### config.mk
export PLATFORM = sky130hd
export DESIGN_NAME = control_pipe
export DESIGN_NICKNAME = d
export VERILOG_FILES = /design/src/rtl/control_pipe.sv
export SDC_FILE = /design/constraint.sdc
export NUM_CORES = 1
export LEC_CHECK = 0
export CAP_MARGIN = 40
export CORE_MARGIN = 1.5
export CORE_UTILIZATION = 40
export CTS_CLUSTER_DIAMETER = 120
export CTS_CLUSTER_SIZE = 12
export DETAILED_ROUTE_END_ITERATION = 16
export PLACE_DENSITY = 0.75
export RECOVER_POWER = 50
export SYNTH_ARGS = -nofsm -noshare
export SYNTH_HDL_FRONTEND = slang
export SYNTH_SLANG_ARGS = --single-unit
### constraint.sdc
create_clock -name Clk -period 1.8 [get_ports Clk]
set_input_delay 0.18 -clock Clk [delete_from_list [all_inputs] [get_ports Clk]]
set_output_delay 0.18 -clock Clk [all_outputs]
set_load 0.05 [all_outputs]
### src/rtl/control_pipe.sv
// Control-side pipeline for ID/EX, EX/MEM and MEM/WB, with load-use stall, flush and operand forwarding selects.
// Define CONTROL_PIPE_FWD_EN to enable forwarding; without it the selects are tied off and the stall widens.
module control_pipe #(
   parameter int REGW = 5
) (
   input  logic            Clk,
   input  logic            Rst,
   input  logic [8:0]      EX_in,
   input  logic [4:0]      M_in,
   input  logic [3:0]      WB_in,
   input  logic [REGW-1:0] RsID,
   input  logic [REGW-1:0] RtID,
   input  logic [REGW-1:0] DstID,
   input  logic            Flush,
   output logic [8:0]      EX_out,
   output logic [4:0]      M_out,
   output logic [3:0]      WB_out,
   output logic [REGW-1:0] DstMEM,
   output logic [REGW-1:0] DstWB,
   output logic            StallOut,
   output logic [1:0]      ForwardA,
   output logic [1:0]      ForwardB
);

   logic [8:0]      ex_p0;
   logic [4:0]      m_p0;
   logic [3:0]      wb_p0;
   logic [REGW-1:0] rs_p0;
   logic [REGW-1:0] rt_p0;
   logic [REGW-1:0] dst_p0;
   logic            vld_p0;

   logic [4:0]      m_p1;
   logic [3:0]      wb_p1;
   logic [REGW-1:0] dst_p1;
   logic            vld_p1;

   logic [3:0]      wb_p2;
   logic [REGW-1:0] dst_p2;
   logic            vld_p2;

   logic            hazard;

   // A live register-writing entry whose destination is a nonzero match for the probed index.
   function automatic logic dst_hit(input logic vld, input logic reg_write,
                                    input logic [REGW-1:0] dst, input logic [REGW-1:0] idx);
      return vld && reg_write && (dst != '0) && (dst == idx);
   endfunction

`ifdef CONTROL_PIPE_FWD_EN
   function automatic logic [1:0] fwd_sel(input logic [REGW-1:0] idx);
      if (dst_hit(vld_p1, wb_p1[0], dst_p1, idx))
         return 2'b10;
      else if (dst_hit(vld_p2, wb_p2[0], dst_p2, idx))
         return 2'b01;
      else
         return 2'b00;
   endfunction

   assign hazard   = m_p0[0] && (dst_hit(vld_p0, wb_p0[0], dst_p0, RsID) ||
                                 dst_hit(vld_p0, wb_p0[0], dst_p0, RtID));
   assign ForwardA = fwd_sel(rs_p0);
   assign ForwardB = fwd_sel(rt_p0);
`else
   // With no bypass network, any producer still in EX or MEM must be waited out.
   logic unused_rs_rt;
   assign unused_rs_rt = ^{rs_p0, rt_p0};
   assign hazard   = dst_hit(vld_p0, wb_p0[0], dst_p0, RsID) ||
                     dst_hit(vld_p0, wb_p0[0], dst_p0, RtID) ||
                     dst_hit(vld_p1, wb_p1[0], dst_p1, RsID) ||
                     dst_hit(vld_p1, wb_p1[0], dst_p1, RtID);
   assign ForwardA = 2'b00;
   assign ForwardB = 2'b00;
`endif

   assign StallOut = hazard && !Flush;

   always_ff @(posedge Clk) begin
      if (Rst) begin
         ex_p0  <= '0;
         m_p0   <= '0;
         wb_p0  <= '0;
         rs_p0  <= '0;
         rt_p0  <= '0;
         dst_p0 <= '0;
         vld_p0 <= 1'b0;
         m_p1   <= '0;
         wb_p1  <= '0;
         dst_p1 <= '0;
         vld_p1 <= 1'b0;
         wb_p2  <= '0;
         dst_p2 <= '0;
         vld_p2 <= 1'b0;
      end else begin
         // MEM/WB boundary: always advances, even under flush or stall
         wb_p2  <= wb_p1;
         dst_p2 <= dst_p1;
         vld_p2 <= vld_p1;
         // EX/MEM boundary
         if (Flush) begin
            m_p1   <= '0;
            wb_p1  <= '0;
            dst_p1 <= '0;
            vld_p1 <= 1'b0;
         end else begin
            m_p1   <= m_p0;
            wb_p1  <= wb_p0;
            dst_p1 <= dst_p0;
            vld_p1 <= vld_p0;
         end
         // ID/EX boundary
         if (Flush || hazard) begin
            ex_p0  <= '0;
            m_p0   <= '0;
            wb_p0  <= '0;
            rs_p0  <= '0;
            rt_p0  <= '0;
            dst_p0 <= '0;
            vld_p0 <= 1'b0;
         end else begin
            ex_p0  <= EX_in;
            m_p0   <= M_in;
            wb_p0  <= WB_in;
            rs_p0  <= RsID;
            rt_p0  <= RtID;
            dst_p0 <= DstID;
            vld_p0 <= 1'b1;
         end
      end
   end

   assign EX_out = ex_p0;
   assign M_out  = m_p1;
   assign WB_out = wb_p2;
   assign DstMEM = dst_p1;
   assign DstWB  = dst_p2;

endmodule
# ---- Yosys cells after proc, flatten, opt, wreduce, memory -nomap -nowiden
# Index checks and enable logic that the tools add are counted.
dict set report totals {
  reg_bits 48
  input_bits 36
  output_inout_bits 33
}
dict set report op_classes {
  n_eq_ne 4
  n_mux 1
  reduce_logical 18
}
# operator count
set op_table {}
lappend op_table {{5-bit == test} 4}
lappend op_table {{5-bit nonzero test} 2}
lappend op_table {{1-bit logical AND} 9}
lappend op_table {{1-bit logical OR} 4}
lappend op_table {{2-bit OR reduction} 2}
lappend op_table {{1-bit zero test} 1}
lappend op_table {{1-bit 2-to-1 mux} 1}

# ---- Longest topological paths before layout
dict set report logic_depth {
  ltp_word 8
  ltp_mapped 6
}

# ---- Worst setup path before layout
# OpenSTA, ideal clock, no wires.
dict set report synth_path {
  path_type {register to output}
  start {reg dst_p1[4] (netlist: DstMEM[4])}
  end {out StallOut}
  arrival_time_ns 2.112
  required_time_ns 1.620
  setup_slack_ns -0.492
  path_stages_with_launch 7
  n_path_buf 1
  cell_sequence {dfxtp_1 > xnor2_1 > nand3_1 > o22ai_1 > a22oi_4 > buf_6 > nor2_1}
}
dict set report synth_between {
  elab_chain_len 6
}
# element line_no
set synth_lines {}
lappend synth_lines {{from (decl)} 35} ;# logic [REGW-1:0] dst_p1;
lappend synth_lines {{from (signal assigned)} 108} ;# dst_p1 <= dst_p0;
lappend synth_lines {{5-bit nonzero test} 47} ;# return vld && reg_write && (dst != '0) && (dst == idx);
lappend synth_lines {{1-bit logical AND (2 in series)} 47}
lappend synth_lines {{1-bit logical OR} 69} ;# dst_hit(vld_p0, wb_p0[0], dst_p0, RtID) ||
lappend synth_lines {{1-bit logical OR (*)} 70} ;# dst_hit(vld_p1, wb_p1[0], dst_p1, RsID) ||
lappend synth_lines {{1-bit logical AND (*)} 76} ;# assign StallOut = hazard && !Flush;
lappend synth_lines {{to (decl)} 20} ;# output logic StallOut,
# Every way passes the cells marked *; elsewhere a longest branch is shown, timed or not.

# ---- Worst setup path after layout
dict set report layout_path {
  start {reg dst_p1[0] (netlist: DstMEM[0])}
  end {out StallOut}
}
# The elaborated chain is that of the path after synthesis.

==> flow_metrics.tcl <==
set metrics [dict create \
    yosys_most_used_dff "dfxtp_1" \
    fmax_mhz 517 \
    timing.hold.worst.class "reg2reg" \
    area_growth_syn_to_layout_pct 53.7 \
    area_share_of_the_largest_cell_type_after_synthesis_pct 59.4 \
    synthDominantAreaCellType "dfxtp_1" \
    synth.distinct_cells 16 \
    timing.critical_path.slowest_cell_delay_ns 0.36 \
    ys_async_sr_fraction_pct 0 \
    h-tree-depth 2 \
    critical_path.top_delay_family "compound AO/OA/AOI/OAI gates" \
    synthesis.area_um2 1620 \
    outcome "finished with violations" \
    critPathBufInv 1 \
    mean_post_synth_cell_area_um2 11.2 \
    cp.required_ns 1.62 \
    violations "setup timing" \
    die_h_um 66.6 \
    switching_share_pct 22.2 \
    post_layout_nonfiller_instances 268 \
    num_vias 1239 \
    finClkSkew_ns 0.00575 \
    place.port_buffers 64 \
    routedWlPerCell_um 12.7 \
    die_x_um 66.6 \
    grt_pass1_wl_um 5550 \
    clock_tree_from_tritoncts "done" \
    count_of_flip_flops_with_a_built_in_enable_after_synthesis 0 \
    grt_start_max_net_pins 36 \
    yosys_register_bits 48 \
    fin_area_um2 2480 \
    routabilityCongestion 0.806 \
    leak_nw 1.07 \
    placedCellCount 258 \
    first_pass_detailed_route_iteration_total 4 \
    number_of_global_route_vias_before_repair 1260 \
    numClockSinks 48 \
    netlist_instances 144 \
    initial_core_util_pct 42.9 \
    place_area_um2 2370 \
    synth_most_common_cell "dfxtp_1" \
    synth-seq-area-share_pct 59.4 \
    ant_nets 0 \
    setup_viol_count_final 18 \
    clock_insertion_delay_worst_skew_ns 0.29 \
    drv_slew 0 \
    cp_slowest_cell "or3_1" \
    worstPathCellList "or3_1, o311a_1, a22oi_4, nor2_4, buf_12" \
    slew_headroom_pct 65.7 \
    postLayoutSetupSlackWorst_ns -0.133 \
    cts-buffers-inserted 5 \
    final-hold-violation-count 0 \
    worstPathMaxFanout 2 \
    grt_antenna_before_repair 0 \
    cts.path.max_buffers 2 \
    viasPerCell 4.62 \
    p_per_area_nw_per_um2 847 \
    global_route.usage.total_pct 16.9 \
    vdd_drop_max_v 0.000634 \
    detail_route.wirelength_um 3400 \
    final_layout_size_suffix_gt1_share_pct 11.4 \
    drt_first_iter_violations 48 \
    p_int_w 0.00164 \
    cts_hold_repair.buffers 0 \
    timing.max_cap.violations 0 \
    hold_slack_ns 0.436 \
    design.final.nets 255 \
    crit_type "reg2out" \
    final_util_pct 65.9 \
    pwr-share-clk_pct 35.1 \
    remaining_drc_errors 0 \
    grt-ovfl-total 0 \
    design.core.area_um2 3770 \
    diodes 0 \
    worst_setup_hold_path_clk_slew_ns 0.08 \
    ys_warnings 0 \
    num_io_pins 69 \
    placementRows 22 \
    cts_root_buf "clkbuf_8" \
    num-fill-cells 292 \
    rsz0062_at_grt "yes" \
    comb_power_share_pct 12.6 \
    timing.final.crit_period_ns 1.93 \
    p_seq_share_pct 52.4 \
    timing_worst_slew_pin_value_ns 0.513 \
    synthTopCellsByCount "dfxtp_1 (48), and3_1 (23), xnor2_1 (20), and2_1 (16), nor2b_1 (9)" \
    layout_worst_path_cycle_share_pct 107 \
    worst_setup_path_end_kind "primary output" \
    arrival_ns 1.75 \
    die-area_um2 4430 \
    top_cells_by_area_synth "dfxtp_1 (59%), xnor2_1 (11%), and3_1 (8.9%)" \
    dp_hpwl_um 2580 \
    start_kind "register" \
    net-switching-power_w 0.000468 \
]
[per-layer routing]
layer  wire, um  global-route usage (%)
met1       1280                    17.6
met2       1870                    31.0
met3        150                    3.89
met4         92                    8.93
met5          0                       0
[through the flow]
stage	TNS, ns	setup slack, ns	total power (W)
floorplan	0	0.0330	0.00127
global placement	-0.0600	-0.0118	0.00139
detailed placement	-0.324	-0.0301	0.00140
CTS	-0.145	-0.139	0.00213
global route	-2.35	-0.202	0.00220
finish	-0.820	-0.133	0.00211
[placed cells by master (no fill, tap or decap), drive strengths merged, types with 8 or more instances in the layout]
master	n
clkbuf	8
and2	16
xnor2	20
and3	23
nor2b	9
dfxtp	48
buf	10
clkdlybuf4s50	60
[path summary, 6_finish.rpt]
kind                                      startpoint  cells after the start                  end  slack [ns]
worst max-delay path            DstMEM[0]$_SDFF_PP0_                      5             StallOut       -0.13
worst min-delay path             wb_p0[2]$_SDFF_PP0_                      1  wb_p1[2]$_SDFF_PP0_        0.44
worst max register to register  DstMEM[0]$_SDFF_PP0_                      7  wb_p0[0]$_SDFF_PP0_       -0.05
worst min register to register   wb_p0[2]$_SDFF_PP0_                      1  wb_p1[2]$_SDFF_PP0_        0.44
[state kept, by name, indices dropped and copies added, names as in the netlist]
| register | cells |
|---|---|
| WB_out | 4 |
| vld_p0 | 1 |
| m_p0 | 5 |
| wb_p1 | 4 |
| EX_out | 9 |
| wb_p0 | 4 |
| vld_p1 | 1 |
| DstMEM | 5 |
| M_out | 5 |
| dst_p0 | 5 |
| DstWB | 5 |
[power by group through the flow]
stage | logic [W] | registers, W | clock network, W
after detailed placement | 0.000269 | 0.00113 | 0
after global routing | 0.000282 | 0.00111 | 0.000810
final | 0.000265 | 0.00110 | 0.000738
after global placement | 0.000260 | 0.00113 | 0
after floorplan | 0.0000922 | 0.00118 | 0
after CTS | 0.000270 | 0.00110 | 0.000754
[cells by family after synthesis]
logic type / Yosys count / synth area share, %
xor gates and xnor gates: 20 / 10.8
AOI/OAI and AO/OA: 5 / 3.33
and+or+nand+nor: 60 / 22.0
buffers and inverters: 10 / 4.18
other: 1 / 0.232
DFF: 48 / 59.4
[final cells by class]
cell class | instances | area, um^2 | area share [%]
clock buffers | 6 | 72.6 | 2.92
clock inverters | 2 | 35.0 | 1.41
multi-input cells | 89 | 607 | 24.4
flip-flops and latches | 48 | 967 | 38.9
well taps | 48 | 60.1 | 2.42
repair buffers | 75 | 743 | 29.9
[what timing repair did]
| action | CTS | global route |
|---|---|---|
| setup buffers | 1 | 1 |
| resized for setup | 0 | 1 |
| endpoints found under the hold margin | 0 | 0 |
| setup endpoints to repair | 1 | 18 |
| pin swaps | 1 | 0 |
(Power assumes the default switching activity.)
